**src/rtl/hazard_pkg.sv**
```systemverilog
// Shared definitions for the pipeline hazard controller: FSM state encoding,
// the hard-wired zero register index and counter widths.
package hazard_pkg;

    typedef enum logic [1:0] {
        HZ_RUN      = 2'd0,
        HZ_FLUSH    = 2'd1,
        HZ_MEM_WAIT = 2'd2
    } hz_state_e;

    localparam logic [4:0] REG_ZERO = 5'd0;
    localparam int unsigned CNT_W   = 32;  // performance counter width
    localparam int unsigned FCNT_W  = 3;   // flush counter width (FLUSH_CYCLES <= 7)

endpackage

```
**src/rtl/hazard_load_use_detect.sv**
```systemverilog
// Load-use comparator: the instruction in EX is a load whose destination
// (other than x0) is read by the instruction currently in ID.
module hazard_load_use_detect
    import hazard_pkg::*;
(
    input  logic       ex_MemRead,
    input  logic [4:0] ex_destination_reg,
    input  logic [4:0] id_source_reg1,
    input  logic [4:0] id_source_reg2,
    output logic       load_use
);

    // Pure compare; x0 never creates a dependency.
    always_comb begin
        load_use = ex_MemRead
                && (ex_destination_reg != REG_ZERO)
                && ((ex_destination_reg == id_source_reg1)
                 || (ex_destination_reg == id_source_reg2));
    end

endmodule

```
**src/rtl/pipeline_hazard_ctrl.sv**
```systemverilog
// Pipeline hazard controller: memory-wait freeze, taken-branch flush window
// and load-use stall, in that priority order.
// Optional build macro HAZARD_PERF_CNT_EN adds stall/flush cycle counters.
module pipeline_hazard_ctrl
    import hazard_pkg::*;
#(
    parameter int unsigned FLUSH_CYCLES = 2
) (
    input  logic             clk,
    input  logic             rst_n,
    input  logic [4:0]       id_source_reg1,
    input  logic [4:0]       id_source_reg2,
    input  logic [4:0]       ex_destination_reg,
    input  logic             ex_MemRead,
    input  logic             branch_taken,
    input  logic             mem_busy,
    output logic             pc_write,
    output logic             if_id_write,
    output logic             if_id_flush,
    output logic             id_ex_flush,
    output logic             pipe_hold,
`ifdef HAZARD_PERF_CNT_EN
    output logic [CNT_W-1:0] stall_cycles,
    output logic [CNT_W-1:0] flush_cycles,
`endif
    output logic [1:0]       hazard_state
);

    // Remaining flush cycles after the one in which the branch resolves.
    localparam logic [FCNT_W-1:0] FLUSH_RELOAD = FCNT_W'(FLUSH_CYCLES - 1);

    hz_state_e         state_q, state_d;
    logic [FCNT_W-1:0] flush_cnt_q, flush_cnt_d;
    logic              load_use;

    logic fsm_pc_write, fsm_if_id_write, fsm_if_id_flush, fsm_id_ex_flush, fsm_pipe_hold;

    hazard_load_use_detect u_lu (
        .ex_MemRead         (ex_MemRead),
        .ex_destination_reg (ex_destination_reg),
        .id_source_reg1     (id_source_reg1),
        .id_source_reg2     (id_source_reg2),
        .load_use           (load_use)
    );

    // State and flush counter registers with synchronous reset.
    always_ff @(posedge clk) begin
        if (!rst_n) begin
            state_q     <= HZ_RUN;
            flush_cnt_q <= '0;
        end else begin
            state_q     <= state_d;
            flush_cnt_q <= flush_cnt_d;
        end
    end

    // Next-state and control outputs; mem_busy dominates, then branch/flush, then load-use.
    always_comb begin
        state_d         = state_q;
        flush_cnt_d     = flush_cnt_q;
        fsm_pc_write    = 1'b1;
        fsm_if_id_write = 1'b1;
        fsm_if_id_flush = 1'b0;
        fsm_id_ex_flush = 1'b0;
        fsm_pipe_hold   = 1'b0;

        if (mem_busy) begin
            // Freeze everything; a pending flush count is kept for later.
            fsm_pc_write    = 1'b0;
            fsm_if_id_write = 1'b0;
            fsm_pipe_hold   = 1'b1;
            state_d         = HZ_MEM_WAIT;
        end else begin
            case (state_q)
                HZ_MEM_WAIT: begin
                    if (branch_taken) begin
                        // A branch resolving on the release cycle must not be lost.
                        fsm_if_id_flush = 1'b1;
                        fsm_id_ex_flush = 1'b1;
                        flush_cnt_d     = FLUSH_RELOAD;
                        state_d         = (FLUSH_RELOAD != '0) ? HZ_FLUSH : HZ_RUN;
                    end else begin
                        // Release cycle: resume any interrupted flush next cycle.
                        // Load-use stays suppressed here.
                        state_d = (flush_cnt_q != '0) ? HZ_FLUSH : HZ_RUN;
                    end
                end
                HZ_FLUSH: begin
                    fsm_if_id_flush = 1'b1;
                    fsm_id_ex_flush = 1'b1;
                    if (branch_taken) begin
                        flush_cnt_d = FLUSH_RELOAD;
                        state_d     = (FLUSH_RELOAD != '0) ? HZ_FLUSH : HZ_RUN;
                    end else begin
                        flush_cnt_d = (flush_cnt_q != '0) ? flush_cnt_q - 1'b1 : '0;
                        state_d     = (flush_cnt_q > 1) ? HZ_FLUSH : HZ_RUN;
                    end
                end
                default: begin
                    // RUN (and any unused encoding, which recovers to RUN).
                    state_d = HZ_RUN;
                    if (branch_taken) begin
                        fsm_if_id_flush = 1'b1;
                        fsm_id_ex_flush = 1'b1;
                        flush_cnt_d     = FLUSH_RELOAD;
                        state_d         = (FLUSH_RELOAD != '0) ? HZ_FLUSH : HZ_RUN;
                    end else if (load_use) begin
                        fsm_pc_write    = 1'b0;
                        fsm_if_id_write = 1'b0;
                        fsm_id_ex_flush = 1'b1;
                    end
                end
            endcase
        end
    end

    // While in reset, hold the front end and keep bubbles flowing.
    always_comb begin
        if (!rst_n) begin
            pc_write     = 1'b0;
            if_id_write  = 1'b0;
            if_id_flush  = 1'b1;
            id_ex_flush  = 1'b1;
            pipe_hold    = 1'b0;
            hazard_state = HZ_RUN;
        end else begin
            pc_write     = fsm_pc_write;
            if_id_write  = fsm_if_id_write;
            if_id_flush  = fsm_if_id_flush;
            id_ex_flush  = fsm_id_ex_flush;
            pipe_hold    = fsm_pipe_hold;
            hazard_state = state_q;
        end
    end

`ifdef HAZARD_PERF_CNT_EN
    logic [CNT_W-1:0] stall_cnt_q, flush_cyc_q;

    // Free-running wrap-around counters of stalled and bubble-inserting cycles.
    always_ff @(posedge clk) begin
        if (!rst_n) begin
            stall_cnt_q <= '0;
            flush_cyc_q <= '0;
        end else begin
            if (!pc_write)   stall_cnt_q <= stall_cnt_q + 1'b1;
            if (id_ex_flush) flush_cyc_q <= flush_cyc_q + 1'b1;
        end
    end

    assign stall_cycles = stall_cnt_q;
    assign flush_cycles = flush_cyc_q;
`endif

endmodule

```
**config.mk**
```make
export PLATFORM = sky130hd
export DESIGN_NAME = pipeline_hazard_ctrl
export DESIGN_NICKNAME = d
export VERILOG_FILES = /design/src/rtl/hazard_pkg.sv /design/src/rtl/hazard_load_use_detect.sv /design/src/rtl/pipeline_hazard_ctrl.sv
export SDC_FILE = /design/constraint.sdc
export NUM_CORES = 1
export LEC_CHECK = 0
export CAP_MARGIN = 30
export CORE_AREA = 2 2 39 41
export CTS_BUF_LIST = sky130_fd_sc_hd__clkbuf_8 sky130_fd_sc_hd__clkbuf_16
export CTS_CLUSTER_DIAMETER = 30
export CTS_CLUSTER_SIZE = 12
export DETAILED_ROUTE_END_ITERATION = 6
export DIE_AREA = 0 0 41 43
export PLACE_DENSITY = 0.86
export SYNTH_ARGS = -nofsm -noshare
export SYNTH_HDL_FRONTEND = slang
export SYNTH_SLANG_ARGS = --single-unit
```
**constraint.sdc**
```tcl
create_clock -name clk -period 2.8 [get_ports clk]
set_clock_uncertainty 0.05 [all_clocks]
set_input_delay 0.42 -clock clk [delete_from_list [all_inputs] [get_ports clk]]
set_output_delay 0.42 -clock clk [all_outputs]
set_load 0.005 [all_outputs]
```
==> results of run 1 <==
==> power by group through the flow <==
stage / combinational, µW / clock [µW] / sequential, µW
finish: 82.0 / 131 / 76.2
global route: 90.6 / 140 / 76.5
CTS: 83.5 / 135 / 76.3
detailed placement: 83.6 / 0 / 77.2
global placement: 81.3 / 0 / 77.0
floorplan: 34.0 / 0 / 76.7
==> per-layer routing <==
layer	vias to the layer above	track usage (%)	share of wire, %
li1	270	-	-
met1	240	16.9	34
met2	33	27.8	53
met3	3	3.66	11
met4	0	10.0	2.2
met5	-	0	0
==> area by class of cell <==
class / count / area share [%]
clock buffers: 3 / 5.10
clock inverters: 1 / 0.464
inverters: 7 / 3.25
multi-input cells: 51 / 43.4
flip-flops and latches: 5 / 12.4
well taps: 16 / 2.47
repair buffers: 26 / 32.9
==> path summary, 6_finish.rpt <==
path | startpoint | to | slack [ns] | cells past startpoint
min reg2reg | flush_cnt_q[1]$_SDFFE_PN0P_ | flush_cnt_q[1]$_SDFFE_PN0P_ | 0.45 | 1
max reg2reg | state_q[1]$_SDFF_PN0_ | flush_cnt_q[1]$_SDFFE_PN0P_ | 1.40 | 6
min | flush_cnt_q[1]$_SDFFE_PN0P_ | flush_cnt_q[1]$_SDFFE_PN0P_ | 0.45 | 1
max | ex_destination_reg[0] | if_id_write | 0.11 | 6
==> kinds of logic (layout without fill, tap and decap cells) <==
group / count (synthesis) / after routing / synth area share (%)
AOI/OAI and AO/OA: 12 / 12 / 16.5
buffers and inverters: 8 / 37 / 6.96
adders and majority gates: 4 / 4 / 10.3
DFF: 5 / 5 / 20.6
xor gates and xnor gates: 10 / 10 / 18.0
and+or+nand+nor: 25 / 25 / 27.6
==> flip-flops by register name (all words and copies together), names as in the netlist <==
| name | flops |
|---|---|
| flush_cnt_q | 3 |
| state_q | 2 |
==> cell usage in the layout, fill, tap and decap left out, drive strengths merged <==
| cell type | instances |
|---|---|
| o21ai | 7 |
| nand2 | 6 |
| dlygate4sd2 | 1 |
| nand3 | 2 |
| dfxtp | 5 |
| clkdlybuf4s50 | 22 |
| dlymetal6s2s | 3 |
| or4 | 1 |
| xor2 | 10 |
| inv | 8 |
| a32o | 1 |
| a21oi | 1 |
| nand2b | 1 |
| o311ai | 1 |
| and4bb | 1 |
| and2 | 5 |
| nor2 | 6 |
| o311a | 1 |
| nor3b | 1 |
| ha | 4 |
| nor3 | 2 |
| a22oi | 1 |
| clkbuf | 3 |
==> repair_timing <==
| action | 4_1_cts | 5_1_grt |
|---|---|---|
| hold buffers | 0 | 0 |
| pin swaps | 0 | 1 |
| buffers inserted | 0 | 0 |
| endpoints found under the setup margin | 1 | 3 |
| gates resized for setup | 1 | 3 |
==> through the flow <==
step                      instances  hold WS, ns
after floorplan                  64        0.409
after global placement          105        0.428
after detailed placement        105        0.445
after CTS                       109        0.452
after global routing            109        0.485
final                           109        0.451
==> worst max-delay path: cells and delay by family <==
| kind | cells | cell delay (ns) |
|---|---|---|
| buffers and inverters | 2 | 0.94 |
| AOI/OAI and AO/OA | 2 | 0.48 |
| xor gates and xnor gates | 1 | 0.19 |
| and+or+nand+nor | 1 | 0.17 |
==> summary.txt, run 1 <==
Run status
  – Status: finished clean

Worst setup path
  – Most used cell, CP: clkdlybuf4s50_1
  – Crit. End Element: primary output
  – CP arrival: 2.22 ns
  – CP Max Fanout: 3
  – Slowest-stage cell, CP: clkdlybuf4s50_1
  – Startpoint Class: input port
  – Crit path kind: in -> out
  – Slowest stage delay, CP: 0.48 ns
  – Crit path cell chain: clkdlybuf4s50_1 > xor2_1 > nor3_1 > a22oi_1 > o311a_1 > clkdlybuf4s50_1
  – Worst EP required: 2.33 ns

Logic synthesis
  – Number of flops mapped to enable cells by yosys: 0
  – Synth Cell Area: 485 µm²
  – Most common cell in the synthesized netlist: xor2_1
  – Top cell type's share of synthesized area: 20.6%
  – Post-Syn Area per Cell: 7.59 µm²
  – Seq cells post-synth: 5
  – Top post-synthesis cells by area: dfxtp_1 21%, xor2_1 18%, ha_1 10%
  – Syn Inst Count: 64
  – Distinct cells, synth: 21
  – Most common library cells after synthesis: 10 x xor2_1, 7 x inv_1, 6 x nand2_1, 6 x nor2_1, 6 x o21ai_0
  – Ys flop type: dfxtp_1
  – Asr flop ratio synth: 0%
  – Syn. warnings: 0
  – Sequential area share after synthesis: 20.6%
  – Syn nets: 88
  – Yosys top cell by area: dfxtp_1

Power
  – Leakage: 0.000365 µW
  – VDD IR max: 0.121 mV
  – Clk pwr share: 45.3%
  – PwrDens: 357 nW/µm²
  – Switching pwr: 72.2 µW
  – Sw Share: 25.0%
  – Total Power: 289 µW
  – Reg power frac: 26.3%
  – Comb power frac: 28.3%
  – Internal: 217 µW

Drt
  – Final wirelength: 1230 µm
  – Drc violations: 0
  – Wirelength per Cell: 11.3 µm
  – Routed vias/inst: 5.01
  – DR pass1 iterations: 4
  – DR iter-0 viols: 8
  – DRT antenna net count: 0
  – Routed vias: 546

GRT
  – Total Routing Usage GR: 16.4%
  – Pin count of the biggest net entering global routing: 11
  – Global-route wire length before repair: 1930 µm
  – Total global routing overflow: 0
  – Initial antenna violation count: 0
  – Vias in the first global route: 502

STA
  – RSZ-0062 raised after global routing: false
  – Final Hold Viols: 0
  – Fin Setup TNS: 0 ns
  – Actual slew at the worst max-slew pin: 0.279 ns
  – Min cycle time layout: 2.69 ns
  – Final setup fails: 0
  – Setup ws final: 0.115 ns
  – Highest clock rate: 372 MHz
  – Worst rel slew slack: 81.2%
  – Count of pins over their slew limit: 0
  – Final Cycle Share: 95.9%

Clocking
  – Sink Count: 5
  – TritonCTS clock tree: done
  – Htree depth: 1
  – Reg clk slew, reported paths: 0.03 ns
  – CTS Root Cell: clkbuf_8
  – Clk_lat worst skew: 0.22 ns
  – CTS Buffer Depth: 2
  – Cts bufs inserted: 3

Die
  – Core ar.: 1380 µm²
  – Initial core utilization: 35.1%
  – Die area: 1760 µm²
  – Horiz. Die Dim: 41 µm
  – Num ports: 27
  – Die Height: 43 µm
  – FP Rows: 14

Layout
  – Fillers: 131
  – # nets final: 118
  – Layout Utilization: 58.5%
  – # diodes: 0
  – Register Area: 100 µm²
  – Area Overhead vs Synth: 66.8%
  – Area of the multi-input gates: 352 µm²
  – Layout cells sized above 1: 6.45%
  – Design area: 810 µm²

Placement
  – Area post-placement: 758 µm²
  – Hpwl dp: 1030 µm
  – Setup WS pre-CTS: -0.00529 ns
  – Port Buffers: 26
  – RePlAce Congestion: 0.720

Job
  – Max-Cap Viols: 0

Worst hold path
  – HP Class: reg -> reg
Note: power is estimated with default switching activity, not from simulation.
==> run 2: changes to the inputs <==
PLACE_DENSITY = 0.81   (was 0.86)
SYNTH_HIERARCHICAL = 1   (was default)
==> summary.txt, run 2 <==
Run status
  – Status: finished clean

STA
  – Final Cycle Share: 95.1% (-0.83 points)
  – Hold_ws: 0.452 ns (+0.000237 ns)
  – Worst rel slew slack: 83.8% (+2.7 points)
  – Final setup fails: 0 (unchanged)
  – Count of pins over their slew limit: 0 (unchanged)
  – Setup ws final: 0.138 ns (+0.0232 ns)
  – Min cycle time layout: 2.66 ns (-0.0232 ns)
  – Actual slew at the worst max-slew pin: 0.240 ns (-0.0389 ns)
  – Highest clock rate: 376 MHz (+0.87%)
  – RSZ-0062 raised after global routing: false
  – Final Hold Viols: 0 (unchanged)

GRT
  – Total Routing Usage GR: 15.4% (-1.1 points)
  – Initial antenna violation count: 0 (unchanged)
  – Pin count of the biggest net entering global routing: 7 (-4)
  – Total global routing overflow: 0 (unchanged)
  – Vias in the first global route: 512 (+2.0%)
  – Global-route wire length before repair: 1890 µm (-2.2%)

Logic synthesis
  – Ys flop type: dfxtp_1
  – Seq cells post-synth: 5 (unchanged)
  – Distinct cells, synth: 24 (+14%)
  – Top cell type's share of synthesized area: 23.2% (+2.6 points)
  – Syn. warnings: 6 (+6)
  – Synth Cell Area: 432 µm² (-11%)
  – Sequential area share after synthesis: 23.2% (+2.6 points)
  – Syn nets: 80 (-9.1%)
  – Most common library cells after synthesis: 7 x nor2_1, 6 x xor2_1, 5 x dfxtp_1, 5 x inv_1
  – Yosys top cell by area: dfxtp_1
  – Syn Inst Count: 58 (-9.4%)
  – Post-Syn Area per Cell: 7.44 µm² (-1.9%)
  – Number of flops mapped to enable cells by yosys: 0 (unchanged)
  – Asr flop ratio synth: 0% (unchanged)
  – Top post-synthesis cells by area: dfxtp_1 23%, xor2_1 12%, xnor2_1 8.1%
  – Most common cell in the synthesized netlist: nor2_1

Job
  – Max-Cap Viols: 0 (unchanged)

Power
  – Clk pwr share: 45.3% (about the same)
  – VDD IR max: 0.200 mV (+65%)
  – Leakage: 0.000341 µW (-6.7%)
  – Total Power: 294 µW (+1.8%)
  – PwrDens: 380 nW/µm² (+6.2%)
  – Sw Share: 24.9% (-0.090 points)
  – Internal: 221 µW (+1.9%)
  – Comb power frac: 28.4% (about the same)
  – Switching pwr: 73.2 µW (+1.4%)
  – Reg power frac: 26.3% (about the same)

Drt
  – Routed vias: 502 (-8.1%)
  – Wire length on met1: 444 µm (+7.0%)
  – WL met2: 583 µm (-10%)
  – DR pass1 iterations: 4 (unchanged)
  – DR iter-0 viols: 10 (+2)
  – Met3 Wirelength: 80 µm (-43%)
  – Routed vias/inst: 4.74 (-5.5%)
  – Highest routed layer: met3
  – Final wirelength: 1110 µm (-10%)
  – Wirelength per Cell: 10.5 µm (-7.7%)
  – Drc violations: 0 (unchanged)
  – DRT antenna net count: 0 (unchanged)

Layout
  – Fillers: 126 (-3.8%)
  – Layout cells sized above 1: 7.78% (+1.3 points)
  – Largest registers: flush_cnt_q (3), state_q (2)
  – Max FFs per register: 3 (unchanged)
  – Design area: 776 µm² (-4.2%)
  – Most flops, register: flush_cnt_q
  – Commonest non-fill, non-tap cells in the layout: 23 x clkdlybuf4s50_1, 7 x nor2_1, 6 x inv_1, 6 x xor2_1, 5 x dfxtp_1
  – Area Overhead vs Synth: 79.7%
  – # diodes: 0 (unchanged)
  – Commonest non-fill, non-tap cell in the layout: clkdlybuf4s50_1
  – Layout Utilization: 56.1% (-2.4 points)
  – # nets final: 113 (-4.2%)

Worst setup path
  – Family with the most delay on the worst path: buffers and inverters
  – CP arrival: 2.19 ns (-0.03 ns)
  – Crit path buf inv count: 2 (unchanged)
  – Reg2reg start: state_q[1]$_SDFF_PN0_
  – Crit path kind: in -> out
  – CP Max Fanout: 3 (unchanged)
  – Crit path cell chain: clkdlybuf4s50_1 > xor2_1 > nor3_1 > nand3_1 > a21oi_1 > nor3b_1 > o31ai_1 > dlygate4sd2_1
  – Startpoint Class: input port
  – Reg2reg path depth: 5 (-1)
  – Worst setup startpoint: ex_destination_reg[0]
  – CP Depth: 8 (+2)
  – Worst EP required: 2.33 ns (about the same)
  – Slowest stage delay, CP: 0.47 ns (about the same)
  – Crit. End Element: primary output
  – Slowest-stage cell, CP: clkdlybuf4s50_1

Worst hold path
  – Hold Path Stages: 1 (unchanged)
  – HP Class: reg -> reg
  – Startpoint of the worst hold path: flush_cnt_q[2]$_SDFFE_PN0P_

Placement
  – RePlAce Congestion: 0.815 (+13%)
  – Hpwl dp: 961 µm (-6.8%)
  – Area post-placement: 727 µm² (-4.1%)
  – Port Buffers: 26 (unchanged)
  – Setup WS pre-CTS: -0.146 ns (-0.140 ns)

Clocking
  – CTS Root Cell: clkbuf_8
  – Sink Count: 5 (unchanged)
  – TritonCTS clock tree: done
  – Reg clk slew, reported paths: 0.04 ns (about the same)
  – Post-CTS Setup Inserts: 0 (unchanged)
  – CTS Buffer Depth: 2 (unchanged)
  – Clk_lat worst skew: 0.22 ns (about the same)
  – Htree depth: 1 (unchanged)
  – Cts bufs inserted: 3 (unchanged)

Die
  – Core ar.: 1380 µm² (unchanged)
  – Num ports: 27 (unchanged)
  – Initial core utilization: 31.2% (-3.9 points)
  – Die area: 1760 µm² (unchanged)
  – Die Height: 43 µm (unchanged)
  – Horiz. Die Dim: 41 µm (unchanged)
  – FP Rows: 14 (unchanged)
run 2: area by class of cell:
cell class / count / area (µm²) / share of cell area (%)
Clock buffer: 3 / 41.3 / 5.32
Clock inverter: 1 / 3.75 / 0.484
Inverter: 5 / 18.8 / 2.42
Multi-Input combinational cell: 47 / 305 / 39.4
Sequential cell: 5 / 100 / 12.9
Tap cell: 16 / 20.0 / 2.58
Timing Repair Buffer: 29 / 287 / 36.9
run 2: logic make-up (layout without fill, tap and decap cells):
family / Yosys count / in the layout / share of synthesized area, %
adder cells (fa/ha/maj): 2 / 2 / 5.80
buffers and inverters: 6 / 38 / 6.09
AO/OA/AOI/OAI: 12 / 12 / 17.1
AND/OR/NAND/NOR: 23 / 23 / 27.5
flip-flops: 5 / 5 / 23.2
XOR/XNOR: 10 / 10 / 20.3
run 2: through the flow:
step	instances	setup TNS (ns)
after floorplan	58	0
after global placement	102	-0.190
after detailed placement	102	-0.182
after CTS	106	0
after global routing	106	0
final	106	0
run 2: path summary, 6_finish.rpt:
path | endpoint | slack, ns
setup / recovery | id_ex_flush | 0.14
hold / removal | flush_cnt_q[2]$_SDFFE_PN0P_ | 0.45
setup reg to reg | flush_cnt_q[2]$_SDFFE_PN0P_ | 1.54
hold reg to reg | flush_cnt_q[2]$_SDFFE_PN0P_ | 0.45
run 2: routing by layer:
metal / vias to the layer above / track usage, %
met5: - / 0
met4: 0 / 8.00
met3: 0 / 2.09
met2: 26 / 25.3
met1: 210 / 18.1
li1: 266 / -
run 2: power groups by stage:
stage | clock network (µW) | logic (µW) | registers, µW
5_1_grt | 139 | 91.5 | 77.9
3_5_place_dp | 0 | 85.4 | 78.6
6_report | 133 | 83.5 | 77.5
3_3_place_gp | 0 | 84.9 | 78.4
4_1_cts | 135 | 85.1 | 77.4
2_1_floorplan | 0 | 34.4 | 78.0
run 2: what timing repair did:
item | 4_1_cts | 5_1_grt
pin swaps | 1 | 0
gates resized for setup | 1 | 2
hold buffers | 0 | 0
setup endpoints to repair | 3 | 2
